$ cat src/rtl/clk_div_pkg.sv
`default_nettype none
// +---------------------------------------------------------------------+
// | clk_div_pkg : shared widths, reset divisor and channel-index helper  |
// | Revision    : 1.0                                                    |
// +---------------------------------------------------------------------+
package clk_div_pkg;

  localparam int                     DIV_W_DEF       = 26;
  localparam logic [DIV_W_DEF-1:0]   DEFAULT_DIV_DEF = 26'd2500000;
  localparam int                     NCH_MAX         = 16;

  // Width of a channel index; never narrower than one bit.
  function automatic int chan_w(input int nch);
    return (nch <= 2) ? 1 : $clog2(nch);
  endfunction

endpackage
`default_nettype wire

$ cat src/rtl/clk_div_chan.sv
`default_nettype none
// +---------------------------------------------------------------------+
// | clk_div_chan : one divider channel with boundary-applied divisor     |
// | Optional     : CLK_DIV_MULTI_SYNC_EN adds the sync restart input     |
// | Revision     : 1.0                                                   |
// +---------------------------------------------------------------------+
module clk_div_chan
  import clk_div_pkg::*;
#(
  parameter int               DIV_W       = DIV_W_DEF,
  parameter logic [DIV_W-1:0] DEFAULT_DIV = DIV_W'(DEFAULT_DIV_DEF)
) (
  input  logic             clk,
  input  logic             rst_n,
  input  logic             en,
`ifdef CLK_DIV_MULTI_SYNC_EN
  input  logic             sync,
`endif
  input  logic             we,
  input  logic [DIV_W-1:0] wdiv,
  output logic             clk_out,
  output logic             tick,
  output logic             pending
);

  logic [DIV_W-1:0] cnt_q, cnt_d;
  logic [DIV_W-1:0] div_q, div_d;
  logic [DIV_W-1:0] nxt_q, nxt_d;
  logic             pend_q, pend_d;
  logic             clk_out_q, clk_out_d;
  logic             tick_q, tick_d;
  logic             w_term;
  logic             apply;

  // cnt only advances below div, so the maximum divisor cannot overflow.
  assign w_term = (cnt_q == div_q);

  always_comb begin
    cnt_d     = cnt_q;
    div_d     = div_q;
    nxt_d     = nxt_q;
    pend_d    = pend_q;
    clk_out_d = clk_out_q;
    tick_d    = 1'b0;
    apply     = 1'b0;
    if (!en) begin
      cnt_d     = '0;
      clk_out_d = 1'b0;
      apply     = pend_q;
    end
`ifdef CLK_DIV_MULTI_SYNC_EN
    else if (sync) begin
      cnt_d     = '0;
      clk_out_d = 1'b0;
      apply     = pend_q;
    end
`endif
    else if (w_term) begin
      cnt_d     = '0;
      clk_out_d = ~clk_out_q;
      tick_d    = 1'b1;
      apply     = pend_q;
    end else begin
      cnt_d = cnt_q + DIV_W'(1);
    end
    if (apply) begin
      div_d  = nxt_q;
      pend_d = 1'b0;
    end
    // A write in the applying cycle stays pending for the next boundary.
    if (we) begin
      nxt_d  = wdiv;
      pend_d = 1'b1;
    end
  end

  always_ff @(posedge clk or negedge rst_n) begin
    if (!rst_n) begin
      cnt_q     <= '0;
      div_q     <= DEFAULT_DIV;
      nxt_q     <= DEFAULT_DIV;
      pend_q    <= 1'b0;
      clk_out_q <= 1'b0;
      tick_q    <= 1'b0;
    end else begin
      cnt_q     <= cnt_d;
      div_q     <= div_d;
      nxt_q     <= nxt_d;
      pend_q    <= pend_d;
      clk_out_q <= clk_out_d;
      tick_q    <= tick_d;
    end
  end

  assign clk_out = clk_out_q;
  assign tick    = tick_q;
  assign pending = pend_q;

endmodule
`default_nettype wire

$ cat src/rtl/clk_div_multi.sv
`default_nettype none
// +---------------------------------------------------------------------+
// | clk_div_multi : NCH independent programmable clock dividers          |
// | Optional      : CLK_DIV_MULTI_SYNC_EN adds the syncIn port           |
// | Revision      : 1.0                                                  |
// +---------------------------------------------------------------------+
module clk_div_multi
  import clk_div_pkg::*;
#(
  parameter int               NCH         = 4,
  parameter int               DIV_W       = DIV_W_DEF,
  parameter logic [DIV_W-1:0] DEFAULT_DIV = DIV_W'(DEFAULT_DIV_DEF)
) (
  input  logic                     clkIn,
  input  logic                     rstN,
  input  logic [NCH-1:0]           en,
  input  logic                     cfgWe,
  input  logic [chan_w(NCH)-1:0]   cfgChan,
  input  logic [DIV_W-1:0]         cfgDiv,
`ifdef CLK_DIV_MULTI_SYNC_EN
  input  logic                     syncIn,
`endif
  output logic [NCH-1:0]           clkOut,
  output logic [NCH-1:0]           tick,
  output logic [NCH-1:0]           pending
);

  localparam int CW = chan_w(NCH);

  logic [NCH-1:0] w_we;

  // Indices at or above NCH match no channel, so such writes are dropped.
  generate
    for (genvar c = 0; c < NCH; c++) begin : g_chan
      assign w_we[c] = cfgWe && (cfgChan == CW'(c));

      clk_div_chan #(
        .DIV_W       (DIV_W),
        .DEFAULT_DIV (DEFAULT_DIV)
      ) u_chan (
        .clk     (clkIn),
        .rst_n   (rstN),
        .en      (en[c]),
`ifdef CLK_DIV_MULTI_SYNC_EN
        .sync    (syncIn),
`endif
        .we      (w_we[c]),
        .wdiv    (cfgDiv),
        .clk_out (clkOut[c]),
        .tick    (tick[c]),
        .pending (pending[c])
      );
    end
  endgenerate

endmodule
`default_nettype wire

$ cat config.mk
export PLATFORM = sky130hd
export DESIGN_NAME = clk_div_multi
export DESIGN_NICKNAME = d
export VERILOG_FILES = /design/src/rtl/clk_div_pkg.sv /design/src/rtl/clk_div_chan.sv /design/src/rtl/clk_div_multi.sv
export SDC_FILE = /design/constraint.sdc
export NUM_CORES = 1
export LEC_CHECK = 0
export BUFFER_PORTS_ARGS = -buffer_cell sky130_fd_sc_hd__buf_2
export CAP_MARGIN = 5
export CORE_ASPECT_RATIO = 0.9
export CORE_UTILIZATION = 45
export CTS_BUF_LIST = sky130_fd_sc_hd__clkbuf_8 sky130_fd_sc_hd__clkbuf_16
export CTS_CLUSTER_SIZE = 20
export DETAILED_ROUTE_END_ITERATION = 10
export MAX_ROUTING_LAYER = met4
export SLEW_MARGIN = 10
export SYNTH_ARGS = -nofsm -noshare
export SYNTH_HDL_FRONTEND = slang
export SYNTH_SLANG_ARGS = --single-unit
$ cat constraint.sdc
create_clock -name clkIn -period 2.9 [get_ports clkIn]
set_clock_uncertainty 0.1 [all_clocks]
set_input_delay 0.87 -clock clkIn [delete_from_list [all_inputs] [get_ports clkIn]]
set_output_delay 0.87 -clock clkIn [all_outputs]
set_load 0.03 [all_outputs]
## Yosys cells after proc, flatten, opt, wreduce, memory -nomap -nowiden

Cells that the tools add are included.

- Flip-flop bits (word level): 324
- Word-level logic and storage cells: 92

- Muxes and demuxes: 40
- Bitwise operators: 4
- Eq/ne operators: 11
- Add/sub/neg operators: 4
- Reductions and logical operators: 9

Operator list:

| operator | number |
|---|---|
| $mux W26 | 8 |
| $add A26 B1 Y26 const B | 4 |
| $eq A26 B26 Y1 | 4 |
| $mux W1 | 32 |
| $ne A2 B1 Y1 const B | 4 |
| $reduce_bool A2 Y1 | 4 |
| $eq A2 B2 Y1 const B | 2 |
| $logic_and A1 B1 Y1 | 4 |
| $not A1 Y1 | 4 |
| $eq A2 B1 Y1 const B | 1 |
| $logic_not A2 Y1 | 1 |

## Depth between registers and ports, before layout

- Depth in word-level cells: 5
- Gate-level depth with buffers: 8
- Mapped depth without buffers: 6

## By module

Synthesis repeated with hierarchy kept, for this count alone.

- Cell total of the unflattened synthesis: 1116
- Area, all modules: 14761.7 um2

Modules (own cells, without submodules):

| module | area each (um2) | cells each | instances |
|---|---|---|---|
| clk_div_chan | 3681.0 | 278 | 4 |
| clk_div_multi | 37.5 | 4 | 1 |

## Worst setup path before layout

Ideal clock, no wire load.

- Kind: in2reg
- Start point: in cfgChan[1]
- End point: reg g_chan[0].u_chan.nxt_q[11]
- Required time: 2.675 ns
- Library setup time: 0.125 ns
- Stages on the path: 4
- Data arrival time: 2.079 ns
- Path slack: 0.596 ns
- Cells stage by stage: nor3b_1 clkbuf_1 buf_1 mux2_2

- Word-level cells in the longest chain between the ends: 2

Ends and longest elaborated chain:

| what | line | RTL |
|---|---|---|
| start, declared | clk_div_multi.sv:18 | `input logic [chan_w(NCH)-1:0] cfgChan,` |
| $logic_not A2 Y1 | clk_div_multi.sv:35 | `assign w_we[c] = cfgWe && (cfgChan == CW'(c));` |
| $logic_and A1 B1 Y1 | clk_div_multi.sv:35 |  |
| end signal, assigned | clk_div_chan.sv:88 | `nxt_q <= nxt_d;` |
| end, declared | clk_div_chan.sv:28 | `logic [DIV_W-1:0] nxt_q, nxt_d;` |

Every way passes these cells.
A chain may end at the register's enable or synchronous reset.

## Worst setup path in the final report

- Start point: reg g_chan[1].u_chan.cnt_q[2]
- End point: reg g_chan[1].u_chan.div_q[15]

- Word-level cells in the longest chain between the ends: 3

Ends and longest elaborated chain:

| what | line | RTL |
|---|---|---|
| start, declared | clk_div_chan.sv:26 | `logic [DIV_W-1:0] cnt_q, cnt_d;` |
| start signal, assigned | clk_div_chan.sv:86 | `cnt_q <= cnt_d;` |
| $eq A26 B26 Y1 | clk_div_chan.sv:36 | `assign w_term = (cnt_q == div_q);` |
| $mux W1 | clk_div_chan.sv:58 | `else if (w_term) begin` |
| $mux W1 | clk_div_chan.sv:46 | `if (!en) begin` |
| end signal, assigned | clk_div_chan.sv:87 | `div_q <= div_d;` |
| end, declared | clk_div_chan.sv:27 | `logic [DIV_W-1:0] div_q, div_d;` |

Every way passes these cells.

==> results_dict.tcl <==
set metrics [dict create \
    status "completed" \
    dp.final_hpwl_um 20870 \
    drtIter0Drc 446 \
    worst-path-stages 6 \
    antennaDiodeCount 0 \
    cts_resized 0 \
    crit_family "simple AND/OR/NAND/NOR gates" \
    drc_errors 0 \
    initial_utilization_pct 45.96 \
    synth_edf_count 0 \
    p_leak_uw 0.007435 \
    required_ns 3.19 \
    setup_violations 0 \
    cts.sinks 324 \
    fin_crit_sh_pct 90.47 \
    critPathSlowestCell "dfrtp_1" \
    drive_above_1_share_pct 32.98 \
    postCtsHoldBufs 0 \
    crit_type "reg2reg" \
    cp-start-kind "flop" \
    fmaxAchievable_mhz 381.2 \
    numCtsBuffers 35 \
    maxCapViolations 0 \
    cp-end-kind "flop" \
    finalNetCount 1255 \
    hold_violations 0 \
    crit_path_cell_trace "xor2_1, nor4_1, nand4_1, o41a_1, buf_4, mux2_4" \
    r2r_setup_slack_ns 0.28 \
    ant_nets 0 \
    core_mm2 0.03212 \
    clk_pin_slew_ns 0.06 \
    wire_per_inst_um 18.55 \
    drt-total-wl_um 30720 \
    cts_buffer_depth 3 \
    grt_pass1_vias 8829 \
    dpl-instance-area_mm2 0.01548 \
    via_per_inst 5.187 \
    num_vias 8589 \
    synth-main-ff-cell "dfrtp_1" \
    first_pass_iters 4 \
    worstPathArrival_ns 2.91 \
    tns_ns 0 \
    ys.warnings.count 0 \
    ys_seq_area_share_pct 55.47 \
    dieArea_mm2 0.03353 \
    io_pins 47 \
    cp_max_fo 26 \
    place.gp.congestion 0.7923 \
    fin_crit_ns 2.624 \
    syn_nets 1193 \
    r2r_end "g_chan[1].u_chan.div_q[15]" \
    synthesis.area_mm2 0.01476 \
    netlist_instances 1154 \
    grt_pass1_wl_um 50800 \
    ir_drop_mv 0.4094 \
    tightest_slew_ns 0.7361 \
    post_cts_buffers 0 \
    design_area_mm2 0.01659 \
    multi_input_area_mm2 0.006117 \
    p_total_uw 12460 \
    rsz0062_at_grt "false" \
    cts_tree "built" \
    r2r_cells 6 \
    power.density_mw_per_mm2 750.8 \
    synthArstFlopShare_pct 100.0 \
    final_core_util_pct 51.66 \
    crit_start "g_chan[1].u_chan.cnt_q[2]" \
    die_width_um 192.9 \
    grt_max_degree 82 \
    synth-seq-cells 324 \
    track_usage_pct 20.21 \
    port_buffers 46 \
    syn_avg_cell_area_um2 12.79 \
    holdCritPathClass "in2async" \
    crit_buf_inv 1 \
    reg2reg_from "g_chan[1].u_chan.cnt_q[2]" \
    slowest_delay_ns 0.45 \
    syn_to_final_growth_pct 12.38 \
    setup_slack_ns 0.2764 \
    crit_end "g_chan[1].u_chan.div_q[15]" \
    antenna_found_initial 0 \
    pre_cts_ws_ns 0.2848 \
    slew_headroom_pct 50.93 \
    seqCellArea_mm2 0.008188 \
    htreeDepth 2 \
    die_h_um 173.8 \
    fillers 2818 \
    clockRootBuffer "clkbuf_16" \
    rows 62 \
    synth_cell_type_count 37 \
    overflow 0 \
    clock_latency_ns 0.50 \
    slew_viol_final 0 \
]
worst reg2reg max path, stage by stage, from the launching register on:
cell and delay (ns):
dfrtp_1 0.45, xor2_1 0.19, nor4_1 0.44, nand4_1 0.24, o41a_1 0.45, buf_4 0.27
mux2_4 0.38
flip-flops by register name (all words and copies together) (netlist names):
| register | count |
|---|---|
| g_chan.u_chan.tick | 4 |
| g_chan.u_chan.clk_out | 4 |
| g_chan.u_chan.nxt_q | 104 |
| g_chan.u_chan.cnt_q | 104 |
| g_chan.u_chan.div_q | 104 |
| g_chan.u_chan.pending | 4 |
worst min path at each step:
stage,slack (ns),to,from
3_3_place_gp,0.38,g_chan[1].u_chan.div_q[19],g_chan[1].u_chan.nxt_q[19]
4_1_cts,0.31,g_chan[1].u_chan.tick,rstN
6_report,0.30,g_chan[1].u_chan.tick,rstN
3_5_place_dp,0.39,g_chan[3].u_chan.div_q[9],g_chan[3].u_chan.nxt_q[9]
2_1_floorplan,0.37,g_chan[3].u_chan.div_q[22],g_chan[3].u_chan.nxt_q[22]
5_1_grt,0.34,g_chan[1].u_chan.pending,rstN
layout make-up:
type / count / share of cell area, %
Clock inverter: 21 / 0.8598
Tap cell: 416 / 3.137
Clock buffer: 40 / 5.830
Sequential cell: 324 / 49.36
Inverter: 19 / 0.4299
Timing Repair Buffer: 80 / 3.515
Multi-Input combinational cell: 756 / 36.87
cell usage after synthesis (6+ instances only):
cell type  number  area share, %
dfrtp_1       260             44
mux2_2        160             12
xor2_1        135            8.0
nor2_1        124            3.2
dfstp_2        64             11
xnor2_1        64            3.8
mux2_4         48            4.9
nand4_1        37            1.6
nand2_1        35           0.89
nand3_1        35            1.2
nor4_1         28            1.2
clkbuf_1       25           0.64
nor3_1         21           0.71
inv_1          19           0.48
buf_4          12           0.61
and3_1         10           0.42
and4_1         10           0.59
buf_6          10           0.76
nand2b_1        8           0.34
and2_1          6           0.25
routing by layer:
layer,GRT usage (%),up-vias,routed length (um)
met5,-,-,0
met4,5.306,0,722
met3,2.955,41,1065
met2,29.61,126,13790
met1,29.31,4349,15140
li1,-,4073,-
power by group:
group,internal [uW],total (uW),switching [uW]
registers,5600,6250,653
clock network,2550,4300,1750
logic,1170,1900,737
through the flow:
step,hold slack [ns],cells
2_1_floorplan,0.3749,1154
3_3_place_gp,0.3825,1595
3_5_place_dp,0.3877,1595
4_1_cts,0.3118,1656
5_1_grt,0.3413,1656
6_report,0.2953,1656
cell usage in the layout (no fill, tap or decap), types with 27 or more instances in the layout:
master,Yosys,layout
nor2_1,124,124
buf_4,12,27
inv_1,19,32
nand4_1,37,37
xor2_1,135,135
clkbuf_16,0,37
xnor2_1,64,64
dfstp_2,64,64
buf_2,0,45
mux2_4,48,48
nor4_1,28,28
dfrtp_1,260,260
nand3_1,35,35
nand2_1,35,35
mux2_2,160,160
cells by family after synthesis:
kind of cell	count (synthesis)	share of synthesized area, %
DFF	324	55.47
muxes	212	17.36
adders and majority gates	4	0.3391
xor gates and xnor gates	199	11.81
AOI/OAI and AO/OA	14	0.8645
and+or+nand+nor	327	11.03
buffers and inverters	74	3.136
No activity file was read; power rests on OpenSTA's default activity.
